<file path="config.mk">
export PLATFORM = sky130hd
export DESIGN_NAME = hsid_x_batch_fsm
export DESIGN_NICKNAME = d
export VERILOG_FILES = /design/src/rtl/hsid_pkg.sv /design/src/rtl/hsid_x_burst_splitter.sv /design/src/rtl/hsid_x_batch_fsm.sv
export SDC_FILE = /design/constraint.sdc
export NUM_CORES = 1
export LEC_CHECK = 0
export ABC_CLOCK_PERIOD_IN_PS = 4500
export CAP_MARGIN = 20
export CORE_MARGIN = 4
export CORE_UTILIZATION = 40
export CTS_CLUSTER_SIZE = 40
export DETAILED_ROUTE_END_ITERATION = 16
export MAX_ROUTING_LAYER = met4
export PLACE_DENSITY = 0.59
export REMOVE_ABC_BUFFERS = 1
export SLEW_MARGIN = 20
export SYNTH_ARGS = -nofsm -noshare
export SYNTH_HDL_FRONTEND = slang
export SYNTH_HIERARCHICAL = 1
export SYNTH_SLANG_ARGS = --single-unit
</file>
<file path="constraint.sdc">
create_clock -name clk -period 4.5 [get_ports clk]
set_input_delay 0.675 -clock clk [delete_from_list [all_inputs] [get_ports clk]]
set_output_delay 0.675 -clock clk [all_outputs]
set_load 0.03 [all_outputs]
</file>
<file path="src/rtl/hsid_pkg.sv">
// Shared constants and state encoding for the HSID sequencer blocks.
package hsid_pkg;

    localparam int HSID_HSP_BANDS_WIDTH   = 8;
    localparam int HSID_HSP_LIBRARY_WIDTH = 8;
    localparam int HSID_PIXELS_WIDTH      = 8;
    localparam int HSID_BURST_WIDTH       = 6;

    typedef enum logic [3:0] {
        IDLE,
        CONFIG,
        PIX_START,
        START_CAP,
        READ_CAP,
        START_LIB,
        READ_LIB,
        WAIT_MSE,
        NEXT_PIX,
        DONE,
        CLEAR
    } hsid_x_batch_t;

endpackage

</file>
<file path="src/rtl/hsid_x_burst_splitter.sv">
// Splits the library fetch into bursts of at most 2^BURST_WIDTH words and
// walks the library address as each burst completes.
module hsid_x_burst_splitter
    import hsid_pkg::*;
#(
    parameter int WORD_WIDTH  = 32,
    parameter int MAW         = 16,
    parameter int BURST_WIDTH = HSID_BURST_WIDTH
) (
    input  logic                  clk,
    input  logic                  rst_n,
    input  logic                  load,
    input  logic                  advance,
    input  logic                  clr,
    input  logic [WORD_WIDTH-1:0] base_addr,
    input  logic [MAW-1:0]        total_words,
    output logic [MAW-1:0]        chunk,
    output logic [WORD_WIDTH-1:0] addr,
    output logic                  last
);

    localparam logic [MAW:0] MAX_CHUNK = (MAW+1)'(2 ** BURST_WIDTH);

    logic [MAW-1:0]        rem_q, rem_d;
    logic [WORD_WIDTH-1:0] addr_q, addr_d;

    // Current burst: whatever is left, capped at the maximum burst length.
    always_comb begin
        last  = ({1'b0, rem_q} <= MAX_CHUNK);
        chunk = last ? rem_q : MAX_CHUNK[MAW-1:0];
        addr  = addr_q;
    end

    // Load a fresh library pass, or step past a completed burst (wraps freely).
    always_comb begin
        rem_d  = rem_q;
        addr_d = addr_q;
        if (clr) begin
            rem_d  = '0;
            addr_d = '0;
        end else if (load) begin
            rem_d  = total_words;
            addr_d = base_addr;
        end else if (advance) begin
            rem_d  = rem_q - chunk;
            addr_d = addr_q + (WORD_WIDTH'(chunk) << 2);
        end
    end

    // Remaining-word and address registers.
    always_ff @(posedge clk or negedge rst_n) begin
        if (!rst_n) begin
            rem_q  <= '0;
            addr_q <= '0;
        end else begin
            rem_q  <= rem_d;
            addr_q <= addr_d;
        end
    end

endmodule

</file>
<file path="src/rtl/hsid_x_batch_fsm.sv">
// Batch sequencer: for each captured pixel, fetch its band packs, stream the
// library in bounded bursts, wait for the MSE core, then move to the next pixel.
module hsid_x_batch_fsm
    import hsid_pkg::*;
#(
    parameter int WORD_WIDTH        = 32,
    parameter int HSP_BANDS_WIDTH   = HSID_HSP_BANDS_WIDTH,
    parameter int HSP_LIBRARY_WIDTH = HSID_HSP_LIBRARY_WIDTH,
    parameter int PIXELS_WIDTH      = HSID_PIXELS_WIDTH,
    parameter int BURST_WIDTH       = HSID_BURST_WIDTH,
    localparam int MEM_ACCESS_WIDTH = HSP_BANDS_WIDTH + HSP_LIBRARY_WIDTH
) (
    input  logic                         clk,
    input  logic                         rst_n,
    input  logic [HSP_BANDS_WIDTH-1:0]   hsp_bands,
    input  logic [HSP_LIBRARY_WIDTH-1:0] hsp_library_size,
    input  logic [PIXELS_WIDTH-1:0]      num_pixels,
    input  logic [WORD_WIDTH-1:0]        captured_pixel_addr,
    input  logic [WORD_WIDTH-1:0]        library_pixel_addr,
    input  logic                         start,
    input  logic                         clear,
    input  logic                         error,
    input  logic                         irq_ack,
    input  logic                         mse_done,
    output logic                         pixel_start,
    output logic [PIXELS_WIDTH-1:0]      pixel_idx,
    output logic                         busy,
    output logic                         st_done,
    output logic                         st_error,
    output logic                         st_cancelled,
    output logic                         st_cfg_err,
    output logic                         interrupt,
    output logic [WORD_WIDTH-1:0]        obi_initial_addr,
    output logic [MEM_ACCESS_WIDTH-1:0]  obi_limit_in,
    output logic                         obi_start,
    input  logic                         obi_done
);

    localparam int MAW = MEM_ACCESS_WIDTH;
    localparam int PW  = HSP_BANDS_WIDTH + 1;

    hsid_x_batch_t state_q, state_d;

    logic [PW-1:0]           packs_q, packs_d;
    logic [MAW-1:0]          lib_words_q, lib_words_d;
    logic [WORD_WIDTH-1:0]   lib_base_q, lib_base_d;
    logic [WORD_WIDTH-1:0]   cap_addr_q, cap_addr_d;
    logic [PIXELS_WIDTH-1:0] num_pix_q, num_pix_d;
    logic [PIXELS_WIDTH-1:0] pixel_idx_q, pixel_idx_d;
    logic [WORD_WIDTH-1:0]   obi_addr_q, obi_addr_d;
    logic [MAW-1:0]          obi_limit_q, obi_limit_d;
    logic                    cause_clr_q, cause_clr_d, cause_err_q, cause_err_d;
    logic                    st_done_q, st_done_d, st_error_q, st_error_d;
    logic                    st_canc_q, st_canc_d, st_cfg_q, st_cfg_d;

    logic [PW-1:0]           cfg_packs;
    logic [MAW-1:0]          cfg_lib_words;
    logic                    cfg_bad, cancel, last_pix;
    logic [MAW-1:0]          split_chunk;
    logic [WORD_WIDTH-1:0]   split_addr;
    logic                    split_last;

    // Derived configuration and cancel/last-pixel qualifiers.
    always_comb begin
        cfg_packs     = (PW'(hsp_bands) + PW'(1)) >> 1;
        cfg_lib_words = MAW'(cfg_packs) * MAW'(hsp_library_size);
        cfg_bad       = (hsp_bands == '0) || (hsp_library_size == '0);
        cancel        = (clear || error) &&
                        !(state_q inside {IDLE, DONE, CLEAR});
        last_pix      = (pixel_idx_q == num_pix_q - PIXELS_WIDTH'(1));
    end

    hsid_x_burst_splitter #(
        .WORD_WIDTH (WORD_WIDTH),
        .MAW        (MAW),
        .BURST_WIDTH(BURST_WIDTH)
    ) u_split (
        .clk        (clk),
        .rst_n      (rst_n),
        .load       (state_q == PIX_START),
        .advance    (state_q == READ_LIB && obi_done && !cancel),
        .clr        (state_q == CLEAR),
        .base_addr  (lib_base_q),
        .total_words(lib_words_q),
        .chunk      (split_chunk),
        .addr       (split_addr),
        .last       (split_last)
    );

    // State register.
    always_ff @(posedge clk or negedge rst_n) begin
        if (!rst_n) state_q <= IDLE;
        else        state_q <= state_d;
    end

    // Next-state logic; a cancel pre-empts every other transition.
    always_comb begin
        state_d = state_q;
        if (cancel) begin
            state_d = CLEAR;
        end else begin
            case (state_q)
                IDLE:      if (start && !clear) state_d = CONFIG;
                CONFIG:    if (num_pixels == '0) state_d = DONE;
                           else if (cfg_bad)     state_d = IDLE;
                           else                  state_d = PIX_START;
                PIX_START: state_d = START_CAP;
                START_CAP: state_d = READ_CAP;
                READ_CAP:  if (obi_done) state_d = START_LIB;
                START_LIB: state_d = READ_LIB;
                READ_LIB:  if (obi_done) state_d = split_last ? WAIT_MSE : START_LIB;
                WAIT_MSE:  if (mse_done) state_d = NEXT_PIX;
                NEXT_PIX:  state_d = last_pix ? DONE : PIX_START;
                DONE:      state_d = IDLE;
                CLEAR:     state_d = IDLE;
                default:   state_d = IDLE;
            endcase
        end
    end

    // Outputs decoded from state; burst address/limit held after each start.
    always_comb begin
        pixel_start      = (state_q == PIX_START);
        obi_start        = (state_q == START_CAP) || (state_q == START_LIB);
        busy             = (state_q != IDLE);
        obi_initial_addr = obi_addr_q;
        obi_limit_in     = obi_limit_q;
        if (state_q == START_CAP) begin
            obi_initial_addr = cap_addr_q;
            obi_limit_in     = MAW'(packs_q);
        end else if (state_q == START_LIB) begin
            obi_initial_addr = split_addr;
            obi_limit_in     = split_chunk;
        end
        pixel_idx    = pixel_idx_q;
        st_done      = st_done_q;
        st_error     = st_error_q;
        st_cancelled = st_canc_q;
        st_cfg_err   = st_cfg_q;
        interrupt    = st_done_q | st_error_q | st_canc_q | st_cfg_q;
    end

    // Config latch, pixel walk, burst hold registers and cancel cause.
    always_comb begin
        packs_d     = packs_q;
        lib_words_d = lib_words_q;
        lib_base_d  = lib_base_q;
        cap_addr_d  = cap_addr_q;
        num_pix_d   = num_pix_q;
        pixel_idx_d = pixel_idx_q;
        obi_addr_d  = obi_initial_addr;
        obi_limit_d = obi_limit_in;
        cause_clr_d = cause_clr_q;
        cause_err_d = cause_err_q;
        case (state_q)
            CONFIG: begin
                packs_d     = cfg_packs;
                lib_words_d = cfg_lib_words;
                lib_base_d  = library_pixel_addr;
                cap_addr_d  = captured_pixel_addr;
                num_pix_d   = num_pixels;
                pixel_idx_d = '0;
            end
            NEXT_PIX: if (!last_pix) begin
                pixel_idx_d = pixel_idx_q + PIXELS_WIDTH'(1);
                cap_addr_d  = cap_addr_q + (WORD_WIDTH'(packs_q) << 2);
            end
            CLEAR: begin
                packs_d     = '0;
                lib_words_d = '0;
                lib_base_d  = '0;
                cap_addr_d  = '0;
                num_pix_d   = '0;
                pixel_idx_d = '0;
                obi_addr_d  = '0;
                obi_limit_d = MAW'(1);
            end
            default: ;
        endcase
        if (cancel) begin
            cause_clr_d = clear;
            cause_err_d = error;
        end
    end

    // Sticky status: ack or a fresh start clears, any set in the same cycle wins.
    always_comb begin
        st_done_d  = st_done_q;
        st_error_d = st_error_q;
        st_canc_d  = st_canc_q;
        st_cfg_d   = st_cfg_q;
        if (irq_ack || (state_q == IDLE && start && !clear)) begin
            st_done_d  = 1'b0;
            st_error_d = 1'b0;
            st_canc_d  = 1'b0;
            st_cfg_d   = 1'b0;
        end
        if (state_q == DONE) st_done_d = 1'b1;
        if (state_q == CONFIG && !cancel && num_pixels != '0 && cfg_bad) st_cfg_d = 1'b1;
        if (state_q == CLEAR && cause_clr_q) st_canc_d = 1'b1;
        if (state_q == CLEAR && cause_err_q) st_error_d = 1'b1;
        if (state_q == IDLE && error) st_error_d = 1'b1;
    end

    // Datapath and status registers.
    always_ff @(posedge clk or negedge rst_n) begin
        if (!rst_n) begin
            packs_q     <= '0;
            lib_words_q <= '0;
            lib_base_q  <= '0;
            cap_addr_q  <= '0;
            num_pix_q   <= '0;
            pixel_idx_q <= '0;
            obi_addr_q  <= '0;
            obi_limit_q <= MAW'(1);
            cause_clr_q <= 1'b0;
            cause_err_q <= 1'b0;
            st_done_q   <= 1'b0;
            st_error_q  <= 1'b0;
            st_canc_q   <= 1'b0;
            st_cfg_q    <= 1'b0;
        end else begin
            packs_q     <= packs_d;
            lib_words_q <= lib_words_d;
            lib_base_q  <= lib_base_d;
            cap_addr_q  <= cap_addr_d;
            num_pix_q   <= num_pix_d;
            pixel_idx_q <= pixel_idx_d;
            obi_addr_q  <= obi_addr_d;
            obi_limit_q <= obi_limit_d;
            cause_clr_q <= cause_clr_d;
            cause_err_q <= cause_err_d;
            st_done_q   <= st_done_d;
            st_error_q  <= st_error_d;
            st_canc_q   <= st_canc_d;
            st_cfg_q    <= st_cfg_d;
        end
    end

endmodule

</file>
* Word level (Yosys, flattened, before mapping)
Index checks and enable logic that the tools add are counted.
** Storage, ports and cells
- Flip-flop bits (word level) :: 211
- Bits of input ports :: 96
- Output and inout bits :: 64
- Word-level logic and storage cells :: 119
** Cells by class
- Add/sub/neg operators :: 6
- $mul :: 1
- Order comparisons :: 1
- Equal/unequal tests :: 16
- Muxes and demuxes :: 37
- Bitwise logic cells :: 3
- Reduce and logical (&&, ||, !) cells :: 38
** Operators by type and width (count)
- two-way mux 32 bit :: 7
- two-way mux 16 bit :: 7
- case mux 32 bit (3 select lines) :: 1
- case mux 32 bit (2 select lines) :: 1
- case mux 4 bit (9 select lines) :: 1
- adder 32 x 11 -> 32 bit :: 1
- adder 32 x 18 -> 32 bit :: 1
- case mux 16 bit (2 select lines) :: 1
- case mux 8 bit (2 select lines) :: 2
- two-way mux 4 bit :: 7
- logical NOT 8 bit :: 3
- case mux 9 bit (2 select lines) :: 1
- equality test 4 x 3 -> 1 bit (second input constant) :: 4
- <= comparator 16 x 7 -> 1 bit (second input constant) :: 1
- multiplier 8 x 8 -> 16 bit :: 1
- subtractor 16 bit :: 1
- equality test 4 bit (second input constant) :: 3
- logical AND 1 bit :: 12
- != test 3 bit (second input constant) :: 4
- nonzero test 3 bit :: 4
- nonzero test 2 bit :: 5
- adder 8 x 1 -> 9 bit (second input constant) :: 1
- adder 8 x 1 -> 8 bit (second input constant) :: 1
- equality test 4 x 2 -> 1 bit (second input constant) :: 2
- 16 further kinds :: 30

* Logic depth before layout (Yosys ltp)
Gate-level depths: netlist of run 1.
- Depth in word-level cells :: 9
- Depth in mapped cells :: 19

* By module
Netlist of run 1, hierarchy kept.
** Modules (own cells, without submodules)
- hsid_x_batch_fsm :: instances 1, cells an instance 1224, area each 10790.3 sq um, sequential area each 4055.1 sq um
- hsid_x_burst_splitter :: instances 1, cells an instance 458, area each 3703.6 sq um, sequential area each 1201.2 sq um

* Least setup slack after synthesis of run 1
OpenSTA, ideal clock, no wires.
- Kind :: input to register
- Start point :: input hsp_bands[0]
- End point :: register lib_words_q[15]
- Arrival time :: 4840 ps
- Required time :: 4365 ps
- Slack :: -475 ps
- Stages :: 18
- Path buffers :: 0
- Cell sequence :: ha_1 > nand3_1 > nor2_1 > xor2_1 > and2_1 > fa_1 > fa_1 > fa_1 > inv_1 > fa_1 > inv_1 > ha_1 > o21ai_0 > nand2b_1 > a31oi_1 > o21ai_0 > xnor2_1 > o21ai_0
** Between the ends
- Cells in the longest elaborated chain, start to end :: 3
** Ends and longest elaborated chain
- start, declared :: RTL line hsid_x_batch_fsm.sv:15 : input logic [HSP_BANDS_WIDTH-1:0] hsp_bands,
- adder 8 x 1 -> 9 bit :: RTL line hsid_x_batch_fsm.sv:65 : cfg_packs = (PW'(hsp_bands) + PW'(1)) >> 1;
- multiplier 8 x 8 -> 16 bit :: RTL line hsid_x_batch_fsm.sv:66 : cfg_lib_words = MAW'(cfg_packs) * MAW'(hsp_library_size);
- case mux 16 bit (2 select lines) :: RTL line hsid_x_batch_fsm.sv:155 : case (state_q)
- end signal, assigned :: RTL line hsid_x_batch_fsm.sv:224 : lib_words_q <= lib_words_d;
- end, declared :: RTL line hsid_x_batch_fsm.sv:45 : logic [MAW-1:0] lib_words_q, lib_words_d;
No other way between the ends.
A chain may end at the register's enable or synchronous reset.

* Worst setup path after layout of run 1
- Start point :: input hsp_bands[0]
- End point :: register lib_words_q[12]
Same word-level chain as after synthesis.

==> results of run 1 <==
layout make-up:
class / instances / area share
Clock buffer: 34 / 0.0412
Clock inverter: 14 / 0.0110
Inverter: 83 / 0.0171
Multi-Input combinational cell: 1307 / 0.487
Sequential cell: 210 / 0.288
Tap cell: 461 / 0.0316
Timing Repair Buffer: 248 / 0.124
per-layer routing:
layer / wire length, um / part of all wire / GRT usage
met1: 19600 / 0.45 / 0.304
met2: 20500 / 0.47 / 0.361
met3: 2480 / 0.057 / 0.0294
met4: 1210 / 0.028 / 0.0635
met5: 0 / 0 / -
through the flow:
step | std cells | worst slack, ns | power (mW) | area (um2)
finish | 2357 | 0.112 | 11.8 | 18300
global route | 2357 | -0.0156 | 12.6 | 18300
CTS | 2355 | 0.000449 | 11.6 | 18100
detailed placement | 2307 | -1.18 | 9.17 | 17000
global placement | 2307 | -1.05 | 9.06 | 17000
floorplan | 1600 | -2.50 | 7.08 | 14100
cells in the final DEF (no fill, tap or decap), drive strengths merged, types with 26 or more instances in the layout:
cell type / n
buf: 92
fa: 38
xnor2: 31
clkdlybuf4s50: 150
and2: 83
nor2b: 43
clkbuf: 38
ha: 65
nor3: 36
o21ai: 107
mux2i: 52
a21oi: 133
xor2: 26
dfrtp: 209
inv: 83
nor2: 81
nand2: 276
nand3: 38
worst reg2reg max path, stage by stage (launching register included):
cell and delay, ns:
dfrtp_1 0.42, or4_1 0.59, o31ai_1 0.23, and3_2 0.35, and2_1 0.28, ha_1 0.32
o211ai_1 0.22, o21bai_1 0.11, o21ai_0 0.23, o211ai_1 0.24, o2bb2ai_1 0.26, or4b_2 0.64
nand3_1 0.10
where the power goes:
part | internal, mW | switching, mW | leakage [nW]
logic | 2.55 | 3.60 | 4.52
clock network | 1.46 | 0.853 | 0.474
registers | 2.59 | 0.717 | 2.81
state kept, by name, indices dropped and copies added, names as in the netlist, 4 cells and up:
register	flops
state_q	4
u_split/rem_q	16
packs_q	8
lib_base_q	32
cap_addr_q	32
pixel_idx	8
u_split/addr	32
lib_words_q	16
obi_limit_q	16
num_pix_q	8
obi_addr_q	32
final timing paths:
| kind | startpoint | to | slack, ns | cells after the start |
|---|---|---|---|---|
| max reg2reg | u_split/rem_q[3]$_DFFE_PN0P_ | u_split/addr[21]$_DFFE_PN0P_ | 0.44 | 12 |
| min in group clk | lib_words_q[14]$_DFFE_PN0N_ | lib_words_q[14]$_DFFE_PN0N_ | 0.49 | 2 |
| max in group asynchronous | rst_n | obi_addr_q[0]$_DFF_PN0_ | 3.23 | 2 |
| min | rst_n | obi_limit_q[10]$_DFF_PN0_ | 0.12 | 1 |
| max | hsp_bands[0] | lib_words_q[12]$_DFFE_PN0N_ | 0.11 | 20 |
| min reg2reg | lib_words_q[14]$_DFFE_PN0N_ | lib_words_q[14]$_DFFE_PN0N_ | 0.49 | 2 |
what timing repair did:
item / in CTS / in global routing
gates resized for setup: 46 / 44
setup endpoints to repair: 9 / 11
pin swaps: 20 / 26
setup buffers: 0 / 2
logic make-up after synthesis:
group / after synthesis / share of synthesized area
other: 1 / 0.000259
multiplexers: 62 / 0.0437
AND/OR/NAND/NOR: 666 / 0.224
AO/OA/AOI/OAI: 400 / 0.174
flip-flops: 210 / 0.363
buffers and inverters: 183 / 0.0521
XOR/XNOR: 57 / 0.0344
adder cells (fa/ha/maj): 103 / 0.109
==> results_dict.tcl, run 1 <==
set metrics [dict create \
    outcome "completed" \
    overflow 0 \
    worstPathMaxFanout 5 \
    crit_path_max_incr_delay_ns 0.52 \
    vias_per_cell 5.44 \
    tightest_slew_ns 1.04 \
    avgSynthCellArea_um2 8.62 \
    coreArea_mm2 0.0357 \
    crit_slowest_cell "fa_1" \
    drtAntennaViolNets 0 \
    crit_arrival_ns 4.77 \
    io_pins 160 \
    setup_viol 0 \
    synth_seq_cells 210 \
    antenna_cells 0 \
    synth_area_leaders "dfrtp_1 (36%), nand2_1 (7.1%), ha_1 (5.6%)" \
    drt_iter0_drc 791 \
    async_reset_ff_frac 1.00 \
    clk_latency_ns 0.54 \
    synth_top_area_share 0.361 \
    hpwl_mm 31.3 \
    cp-start-kind "input port" \
    cp.buffers_inverters 5 \
    grt_max_degree 96 \
    critPathCaptureType "register" \
    synth_ff_type "dfrtp_1" \
    grt_pass1_wl_mm 70.2 \
    synth_most_common_cell "nand2_1" \
    final_max_slew_viol_count 0 \
    max_freq_mhz 228 \
    cts_buffers 26 \
    final-hold-violation-count 0 \
    num_vias 12800 \
    yosys.area.top_type "dfrtp_1" \
    root_buffer "clkbuf_16" \
    maxCapViolations 0 \
    fp.dieH_um 198 \
    cts_tree "yes" \
    htree_levels 1 \
    layout.nets 2075 \
    fin_crit_sh 0.975 \
    tns_ns 0 \
    clock_path_buffers 3 \
    clk_pin_slew_ns 0.06 \
    place_congestion 0.924 \
    multi_input_area_mm2 0.00890 \
    area_growth_pct 26.1 \
    final_core_util 0.512 \
    cp.required_ns 4.88 \
    grt_usage 0.226 \
    slew_headroom 0.304 \
    ys_types 75 \
    num_rows 69 \
    leakage_nw 7.81 \
    seq_area_mm2 0.00526 \
    dr.pass1.iters 7 \
    hold_ws_ns 0.122 \
    dieArea_mm2 0.0393 \
    critical_path_class "in2reg" \
    start_util 0.406 \
    wl_per_cell_um 18.5 \
    syn_area_mm2 0.0145 \
    port_buffers 159 \
    drcViolationCount 0 \
    grt_pass1_vias 13000 \
    antenna_found_initial 0 \
    syn_inst 1682 \
    final.min_clock_period_ns 4.39 \
    cpMostUsedCell "fa_1" \
    synth_common_cells "nand2_1 (275), dfrtp_1 (209), a21oi_1 (133), o21ai_0 (104), inv_1 (82)" \
    synth_edf_count 0 \
    yosysSeqAreaShare 0.363 \
    die_w_um 198 \
    power_density_mw_per_mm2 644 \
    final_layout_size_suffix_gt1_frac 0.117 \
    cts_sinks 210 \
    path_cells "buf_2, ha_4, nand3_4, xor2_1, buf_4, nand2b_4, fa_1, fa_1, inv_1, fa_1, inv_1, fa_1, inv_2, ha_4, o21a_1, o21a_1, nand3_2, o2111ai_2, xnor2_1, o21ai_1" \
    crit_family "adder cells" \
    hp-class "in2async" \
    fin_worst_skew_ns 0.0157 \
    irDropWorstVdd_v 0.000326 \
    fill_cells 3365 \
    wl_mm 43.7 \
    synth.yosys.warnings 6 \
    cts_hold_buf 0 \
]
(Power assumes the default switching activity.)
==> run 2, diff against run 1 <==
- CORE_UTILIZATION: 40 -> 31
- PLACE_DENSITY: 0.59 -> 0.48
==> results_dict.tcl, run 2 (synthesized netlist as in run 1, its figures left out) <==
set metrics [dict create \
    cts_hold_buf 0 \
    worstPathMaxFanout 3 \
    pwr-share-comb 0.539 \
    final_cell_mix "nand2_1 (272), dfrtp_1 (209), clkdlybuf4s50_1 (150)" \
    cpMostUsedCell "fa_1" \
    dieArea_mm2 0.0503 \
    place_area_mm2 0.0172 \
    fin_worst_skew_ns 0.0137 \
    die_w_um 224 \
    wl_mm 45.5 \
    grt_usage 0.183 \
    clk_latency_ns 0.54 \
    wl_per_cell_um 18.2 \
    clk_pin_slew_ns 0.06 \
    io_pins 160 \
    tns_ns 0 \
    hpwl_mm 32.9 \
    start_util 0.317 \
    cp-start-kind "input port" \
    port_buffers 159 \
    cp.buffers_inverters 5 \
    overflow 0 \
    crit_family "adder cells" \
    crit_arrival_ns 4.73 \
    leakage_nw 7.78 \
    cp.required_ns 4.90 \
    hold_ws_ns 0.158 \
    final_max_slew_viol_count 0 \
    tightest_slew_ns 1.04 \
    maxCapViolations 0 \
    dr.pass1.iters 5 \
    final.min_clock_period_ns 4.33 \
    fin_crit_sh 0.963 \
    irDropWorstVdd_v 0.000292 \
    p_sw_mw 5.13 \
    fp.dieH_um 224 \
    pre_cts_ws_ns -1.30 \
    p_clk_frac 0.176 \
    crit_slowest_cell "fa_1" \
    final_layout_size_suffix_gt1_frac 0.119 \
    layout_commonest_cell "nand2_1" \
    multi_input_area_mm2 0.00892 \
    p_seq_frac 0.286 \
    antenna_found_initial 0 \
    htree_levels 1 \
    critical_path_class "in2reg" \
    fill_cells 4657 \
    cts_tree "yes" \
    final_core_util 0.402 \
    worst_slack_ns 0.167 \
    finalPower_mw 11.5 \
    coreArea_mm2 0.0458 \
    hp-class "in2async" \
    drtAntennaViolNets 0 \
    setup_viol 0 \
    final-hold-violation-count 0 \
    critPathCaptureType "register" \
    max_freq_mhz 231 \
    cts_sinks 210 \
    path_cells "buf_4, ha_4, nand3_4, nor2_4, xor2_2, buf_4, and2_4, fa_1, fa_1, fa_1, inv_1, fa_1, inv_2, ha_4, buf_4, o21a_1, o21a_4, nand3_2, o2111ai_2, xnor2_1, o21ai_1" \
    dp_cells 2451 \
    cts_buffers 25 \
    drt_iter0_drc 736 \
    outcome "completed" \
    clock_path_buffers 3 \
    vias_per_cell 5.12 \
    grt_pass1_vias 13100 \
    area_growth_pct 27.0 \
    place_congestion 0.899 \
    crit_path_max_incr_delay_ns 0.52 \
    switching_share 0.447 \
    intPower_mw 6.36 \
    num_rows 78 \
    power_density_mw_per_mm2 624 \
    drcViolationCount 0 \
    final_area_mm2 0.0184 \
    fin_cells 2502 \
    seq_area_mm2 0.00526 \
    layout.nets 2083 \
    grt_max_degree 93 \
    num_vias 12800 \
    grt_pass1_wl_mm 72.8 \
    root_buffer "clkbuf_16" \
    slew_headroom 0.305 \
]
-- run 2: changes by cell type in the layout (fill, tap and decap cells not counted), sizes merged --
cell	before	now
dlygate4sd2	1	2
clkinvlp	1	2
diode	0	1
buf	92	101
bufinv	5	2
clkdlybuf4s15	0	1
clkbuf	38	34
-- run 2: routing by layer --
layer / part of all wire / GRT usage / vias to the layer above / routed length [um]
met5: 0 / - / - / 0
met4: 0.024 / 0.0482 / 0 / 1070
met3: 0.035 / 0.0194 / 63 / 1590
met2: 0.48 / 0.300 / 227 / 21800
met1: 0.46 / 0.244 / 6291 / 21100
li1: - / - / 6220 / -
-- run 2: what timing repair did --
item,in CTS,in global routing
endpoints found under the setup margin,9,9
gates resized for setup,52,44
setup buffers,6,0
pin swaps,22,42
-- run 2: final timing paths --
path                                               from                      endpoint  slack [ns]  cells past startpoint
min reg2reg                 lib_words_q[10]$_DFFE_PN0N_   lib_words_q[10]$_DFFE_PN0N_        0.48                      2
max reg2reg                u_split/rem_q[2]$_DFFE_PN0P_  u_split/addr[28]$_DFFE_PN0P_        0.51                     13
min in group clk            lib_words_q[10]$_DFFE_PN0N_   lib_words_q[10]$_DFFE_PN0N_        0.48                      2
max                                        hsp_bands[1]   lib_words_q[12]$_DFFE_PN0N_        0.17                     21
max in group asynchronous                         rst_n      num_pix_q[7]$_DFFE_PN0N_        3.36                      2
min                                               rst_n     obi_limit_q[15]$_DFF_PN0_        0.16                      1
-- run 2: power by group through the flow --
stage | registers (mW) | clock network [mW] | logic (mW)
floorplan | 3.10 | 0 | 3.98
global placement | 3.29 | 0 | 5.91
detailed placement | 3.31 | 0 | 5.97
CTS | 3.29 | 2.09 | 6.11
global route | 3.39 | 2.15 | 6.91
finish | 3.28 | 2.02 | 6.19
-- run 2: layout make-up --
class	instances	share of cell area
Clock inverter	12	0.00666
Multi-Input combinational cell	1307	0.484
Clock buffer	32	0.0371
Inverter	83	0.0170
Antenna cell	1	0.000136
Sequential cell	210	0.286
Timing Repair Buffer	257	0.128
Tap cell	600	0.0408
